### src/rtl/apix_receiver.sv
// APIX serial receiver: hunts for the sync byte, then deserializes a fixed-length
// frame of 24-bit RGB pixels and checks the trailing XOR CRC byte.
module apix_receiver #(
  parameter logic [7:0] SYNC_BYTE        = 8'hFF,
  parameter int         PIXELS_PER_FRAME = 1080,
  parameter int         CNT_W            = 16
) (
  input  logic             clk,
  input  logic             rst_n,
  input  logic             apix_data,
  input  logic             apix_data_valid,
  output logic [23:0]      pixel_data,
  output logic             pixel_valid,
  output logic             frame_start,
  output logic             frame_done,
  output logic             crc_error,
  output logic [CNT_W-1:0] frame_count,
  output logic [CNT_W-1:0] error_count
);

  localparam logic [1:0] HUNT  = 2'd0;
  localparam logic [1:0] PIXEL = 2'd1;
  localparam logic [1:0] CRC   = 2'd2;

  localparam logic [CNT_W-1:0] PIX_LAST = CNT_W'(PIXELS_PER_FRAME - 1);
  localparam logic [CNT_W-1:0] CNT_ONE  = CNT_W'(1);

  logic [1:0]       state_q, state_d;
  logic [7:0]       window_q, window_d;
  logic [2:0]       bitCnt_q, bitCnt_d;
  logic [1:0]       byteIdx_q, byteIdx_d;
  logic [CNT_W-1:0] pixCnt_q, pixCnt_d;
  logic [7:0]       crc_q, crc_d;
  logic [7:0]       red_q, red_d;
  logic [7:0]       green_q, green_d;
  logic [23:0]      pixelData_q, pixelData_d;
  logic             pixelValid_q, pixelValid_d;
  logic             frameStart_q, frameStart_d;
  logic             frameDone_q, frameDone_d;
  logic             crcError_q, crcError_d;
  logic [CNT_W-1:0] frameCount_q, frameCount_d;
  logic [CNT_W-1:0] errorCount_q, errorCount_d;

  logic [7:0] shifted;
  logic       byteDone;

  // The window doubles as the byte assembler once synced: after 8 bits it holds the byte.
  assign shifted  = {window_q[6:0], apix_data};
  assign byteDone = (bitCnt_q == 3'd7);

  always_comb begin
    state_d      = state_q;
    window_d     = window_q;
    bitCnt_d     = bitCnt_q;
    byteIdx_d    = byteIdx_q;
    pixCnt_d     = pixCnt_q;
    crc_d        = crc_q;
    red_d        = red_q;
    green_d      = green_q;
    pixelData_d  = pixelData_q;
    pixelValid_d = 1'b0;
    frameStart_d = 1'b0;
    frameDone_d  = 1'b0;
    crcError_d   = 1'b0;
    frameCount_d = frameCount_q;
    errorCount_d = errorCount_q;

    if (apix_data_valid) begin
      window_d = shifted;
      case (state_q)
        HUNT: begin
          if (shifted == SYNC_BYTE) begin
            state_d      = PIXEL;
            frameStart_d = 1'b1;
            bitCnt_d     = 3'd0;
            byteIdx_d    = 2'd0;
            pixCnt_d     = '0;
            crc_d        = 8'd0;
          end
        end
        PIXEL: begin
          bitCnt_d = bitCnt_q + 3'd1;
          if (byteDone) begin
            crc_d = crc_q ^ shifted;
            case (byteIdx_q)
              2'd0: begin
                red_d     = shifted;
                byteIdx_d = 2'd1;
              end
              2'd1: begin
                green_d   = shifted;
                byteIdx_d = 2'd2;
              end
              default: begin
                pixelData_d  = {red_q, green_q, shifted};
                pixelValid_d = 1'b1;
                byteIdx_d    = 2'd0;
                pixCnt_d     = pixCnt_q + CNT_ONE;
                if (pixCnt_q == PIX_LAST) begin
                  state_d = CRC;
                end
              end
            endcase
          end
        end
        CRC: begin
          bitCnt_d = bitCnt_q + 3'd1;
          if (byteDone) begin
            frameDone_d = 1'b1;
            if (shifted != crc_q) begin
              crcError_d = 1'b1;
              if (errorCount_q != '1) begin
                errorCount_d = errorCount_q + CNT_ONE;
              end
            end else begin
              frameCount_d = frameCount_q + CNT_ONE;
            end
            // A fresh, fully shifted-in sync byte is needed for the next frame.
            state_d  = HUNT;
            window_d = 8'd0;
          end
        end
        default: begin
          state_d  = HUNT;
          window_d = 8'd0;
        end
      endcase
    end
  end

  always_ff @(posedge clk) begin
    if (!rst_n) begin
      state_q       <= HUNT;
      window_q      <= 8'd0;
      bitCnt_q      <= 3'd0;
      byteIdx_q     <= 2'd0;
      pixCnt_q      <= '0;
      crc_q         <= 8'd0;
      red_q         <= 8'd0;
      green_q       <= 8'd0;
      pixelData_q   <= 24'd0;
      pixelValid_q  <= 1'b0;
      frameStart_q  <= 1'b0;
      frameDone_q   <= 1'b0;
      crcError_q    <= 1'b0;
      frameCount_q  <= '0;
      errorCount_q  <= '0;
    end else begin
      state_q       <= state_d;
      window_q      <= window_d;
      bitCnt_q      <= bitCnt_d;
      byteIdx_q     <= byteIdx_d;
      pixCnt_q      <= pixCnt_d;
      crc_q         <= crc_d;
      red_q         <= red_d;
      green_q       <= green_d;
      pixelData_q   <= pixelData_d;
      pixelValid_q  <= pixelValid_d;
      frameStart_q  <= frameStart_d;
      frameDone_q   <= frameDone_d;
      crcError_q    <= crcError_d;
      frameCount_q  <= frameCount_d;
      errorCount_q  <= errorCount_d;
    end
  end

  assign pixel_data  = pixelData_q;
  assign pixel_valid = pixelValid_q;
  assign frame_start = frameStart_q;
  assign frame_done  = frameDone_q;
  assign crc_error   = crcError_q;
  assign frame_count = frameCount_q;
  assign error_count = errorCount_q;

endmodule

### config.mk
export PLATFORM = sky130hd
export DESIGN_NAME = apix_receiver
export DESIGN_NICKNAME = d
export VERILOG_FILES = /design/src/rtl/apix_receiver.sv
export SDC_FILE = /design/constraint.sdc
export NUM_CORES = 1
export LEC_CHECK = 0
export ABC_AREA = 1
export BUFFER_PORTS_ARGS = -buffer_cell sky130_fd_sc_hd__buf_4
export CAP_MARGIN = 20
export CORE_ASPECT_RATIO = 1.75
export CORE_MARGIN = 2
export CORE_UTILIZATION = 56
export CTS_CLUSTER_DIAMETER = 50
export DETAILED_ROUTE_END_ITERATION = 10
export GPL_ROUTABILITY_DRIVEN = 0
export PLACE_DENSITY = 0.83
export SYNTH_ARGS = -nofsm -noshare
export SYNTH_HDL_FRONTEND = slang
export SYNTH_SLANG_ARGS = --single-unit
### constraint.sdc
create_clock -name clk -period 2.6 [get_ports clk]
set_clock_uncertainty 0.2 [all_clocks]
set_input_delay 0.52 -clock clk [delete_from_list [all_inputs] [get_ports clk]]
set_output_delay 0.52 -clock clk [all_outputs]
set_load 0.01 [all_outputs]
==> impl_metrics.py <==
metrics = {
    "outcome": {
        "status": "complete, no violations",
    },
    "power_and_ir_drop": {
        "ir_drop_uv": 583.9,
        "leakagePower_nw": 2.702,
        "power_density_nw_per_um2": 684.4,
        "p_total_w": 0.004475,
    },
    "floorplan": {
        "fp.dieH_um": 133.3,
        "die_w_um": 77.91,
        "io_pins": 64,
        "dieArea_um2": 10390,
        "start_util_pct": 56.89,
        "num_rows": 47,
        "core_um2": 9409,
    },
    "timing": {
        "setup_viol": 0,
        "timing_hold_violations_final": 0,
        "clock.fmax_mhz": 422.2,
        "post-route-period-util_pct": 91.10,
        "min_period_ps": 2369,
        "tightest_slew_ps": 582.6,
        "rsz0062_at_grt": "false",
        "slew_headroom_pct": 61.11,
        "setup_tns_ps": 0,
        "drv_slew": 0,
    },
    "final_layout": {
        "antennaDiodeCount": 0,
        "layout-drive-gt1-share_pct": 15.61,
        "final_nets": 853,
        "final_common_cell": "nand2_1",
        "final_core_util_pct": 69.49,
        "stdcell_count": 974,
        "syn2layout_area_growth_pct": 22.16,
        "fin_area_um2": 6539,
        "most-common-layout-cells": "nand2_1, nor2_1, dfxtp_1",
    },
    "synthesis": {
        "syn-cell-area_um2": 5353,
        "synth_area_leader_cell": "dfxtp_1",
        "synth_area_per_cell_um2": 6.916,
        "ys_ff_latch": 114,
        "ys_seq_area_share_pct": 42.64,
        "ys_types": 34,
        "ys_warn_count": 0,
        "synth_area_leaders": "dfxtp_1, nand2_1, nor2_1",
        "netlist_instances": 774,
        "syn_nets": 788,
        "synth_top_area_share_pct": 42.64,
    },
    "setup_path": {
        "cp_common_cell": "inv_1",
        "critPathTopFamily": "simple AND/OR/NAND/NOR gates",
        "cp-end-kind": "register",
        "required_ps": 2700,
        "crit_path_cell_trace": "inv_1 > ha_1 > inv_4 > o21ai_1 > nor2_1 > nand3_4 > nand2_2 > inv_1 > o22ai_1 > inv_1",
        "critPathLaunchType": "register",
        "crit_fanout": 13,
        "path_buf_inv": 4,
        "reg2reg_from": "state_q[1]",
        "worst_path_max_delay_cell": "dfxtp_1",
        "crit_type": "register to register",
        "cp_slowest_stage_delay_ps": 360,
        "startpoint": "state_q[1]",
        "cp.arrival_ps": 2470,
    },
    "global_route": {
        "grt_pass1_vias": 5223,
        "grt_max_degree": 42,
        "grt-ovfl-total": 0,
        "grtUsageTotal_pct": 27.98,
        "grt_pass1_wl_um": 23520,
        "antenna_found_initial": 0,
    },
    "routing": {
        "vias": 5413,
        "drc": 0,
        "drt.antenna.violating_nets": 0,
        "wirelength_um": 14020,
        "firstDrtPassIters": 7,
        "post_drt_via_cell_ratio": 5.557,
        "drt_iter0_drc": 335,
        "wl_per_cell_um": 14.39,
    },
    "cts": {
        "clk_pin_slew_ps": 60,
        "clk_latency_ps": 410,
        "clockBufferDepth": 2,
        "clockRootBuffer": "clkbuf_16",
        "clkSinkCount": 114,
        "cts_tree": "done",
        "cts_hold_buf": 0,
        "cts-buffers-inserted": 17,
        "htreeDepth": 4,
    },
    "placement": {
        "dpl_cell_area_um2": 5902,
        "hpwl_um": 9485,
        "portBuffers": 63,
        "place_inst": 942,
    },
    "hold_path": {
        "hold_path.class": "input pin to register",
        "hold_start": "apix_data",
    },
    "flow_run": {
        "drv_cap": 0,
    },
}
[stage by stage]
stage          setup WS (ps)  hold slack (ps)
2_1_floorplan          696.2            225.9
3_3_place_gp           327.8            244.8
3_5_place_dp           241.1            255.8
4_1_cts                240.8            211.3
5_1_grt                47.55            237.9
6_report               231.3            221.4
[worst paths after layout]
path,endpoint,slack [ps],cells after the start
setup / recovery,pixCnt_q[4],230,10
hold / removal,pixel_data[0],220,3
setup reg to reg,pixCnt_q[4],230,10
hold reg to reg,red_q[1],260,2
[registers in the layout, summed over array words and instances (netlist names), 7 cells and up]
name / flops
red_q: 8
pixCnt_q: 16
window_q: 7
error_count: 16
crc_q: 8
pixel_data: 24
green_q: 8
frame_count: 16
[synthesized netlist by cell type (all sizes together)]
library cell	count
nand3b	1
nand2	190
o22ai	8
nand4	12
nor2	130
clkbuf	10
a21oi	63
and3	1
nor3	9
buf	11
xnor2	5
dfxtp	114
ha	10
xor2	10
a22oi	1
o21ai	70
inv	82
o211ai	1
nand3	45
o21a	1
[worst min-delay path, stage by stage]
cell and delay [ps]:
buf_4 130, inv_2 70, a21oi_1 60
[area by class of cell]
type                       count  area, um^2
clock inverter                10       155.1
multi-input combinational    557        2661
inverter                      82       310.3
tap                          122       152.6
clock buffer                  22       474.2
fill                         734        2870
timing repair buffer          67       503.0
sequential                   114        2282
[power by group]
group          total, W  internal (W)  switching (W)
combinational  0.000219     0.0000582       0.000161
sequential      0.00178       0.00177      0.0000133
clock           0.00248       0.00167       0.000805
total           0.00447       0.00349       0.000980
[logic make-up (layout without fill, tap and decap cells)]
logic type	Yosys count	in the layout	share of synthesized area, %
simple gates	388	388	30.90
flops	114	114	42.64
buf+inv	103	181	7.737
compound gates	144	144	13.93
xor+xnor	15	15	2.454
fa+ha+maj	10	10	2.338
[per-layer routing]
metal,wire [um],track usage [%]
met2,7538,51.25
met5,0,0
met3,780,5.623
met4,506,15.11
met1,5190,29.39
[what timing repair did]
action / 4_1_cts / 5_1_grt
endpoints found under the setup margin: 0 / 7
gates resized for setup: 0 / 3
endpoints found under the hold margin: 0 / 0
setup buffers: 0 / 0
(Power assumes the default switching activity.)
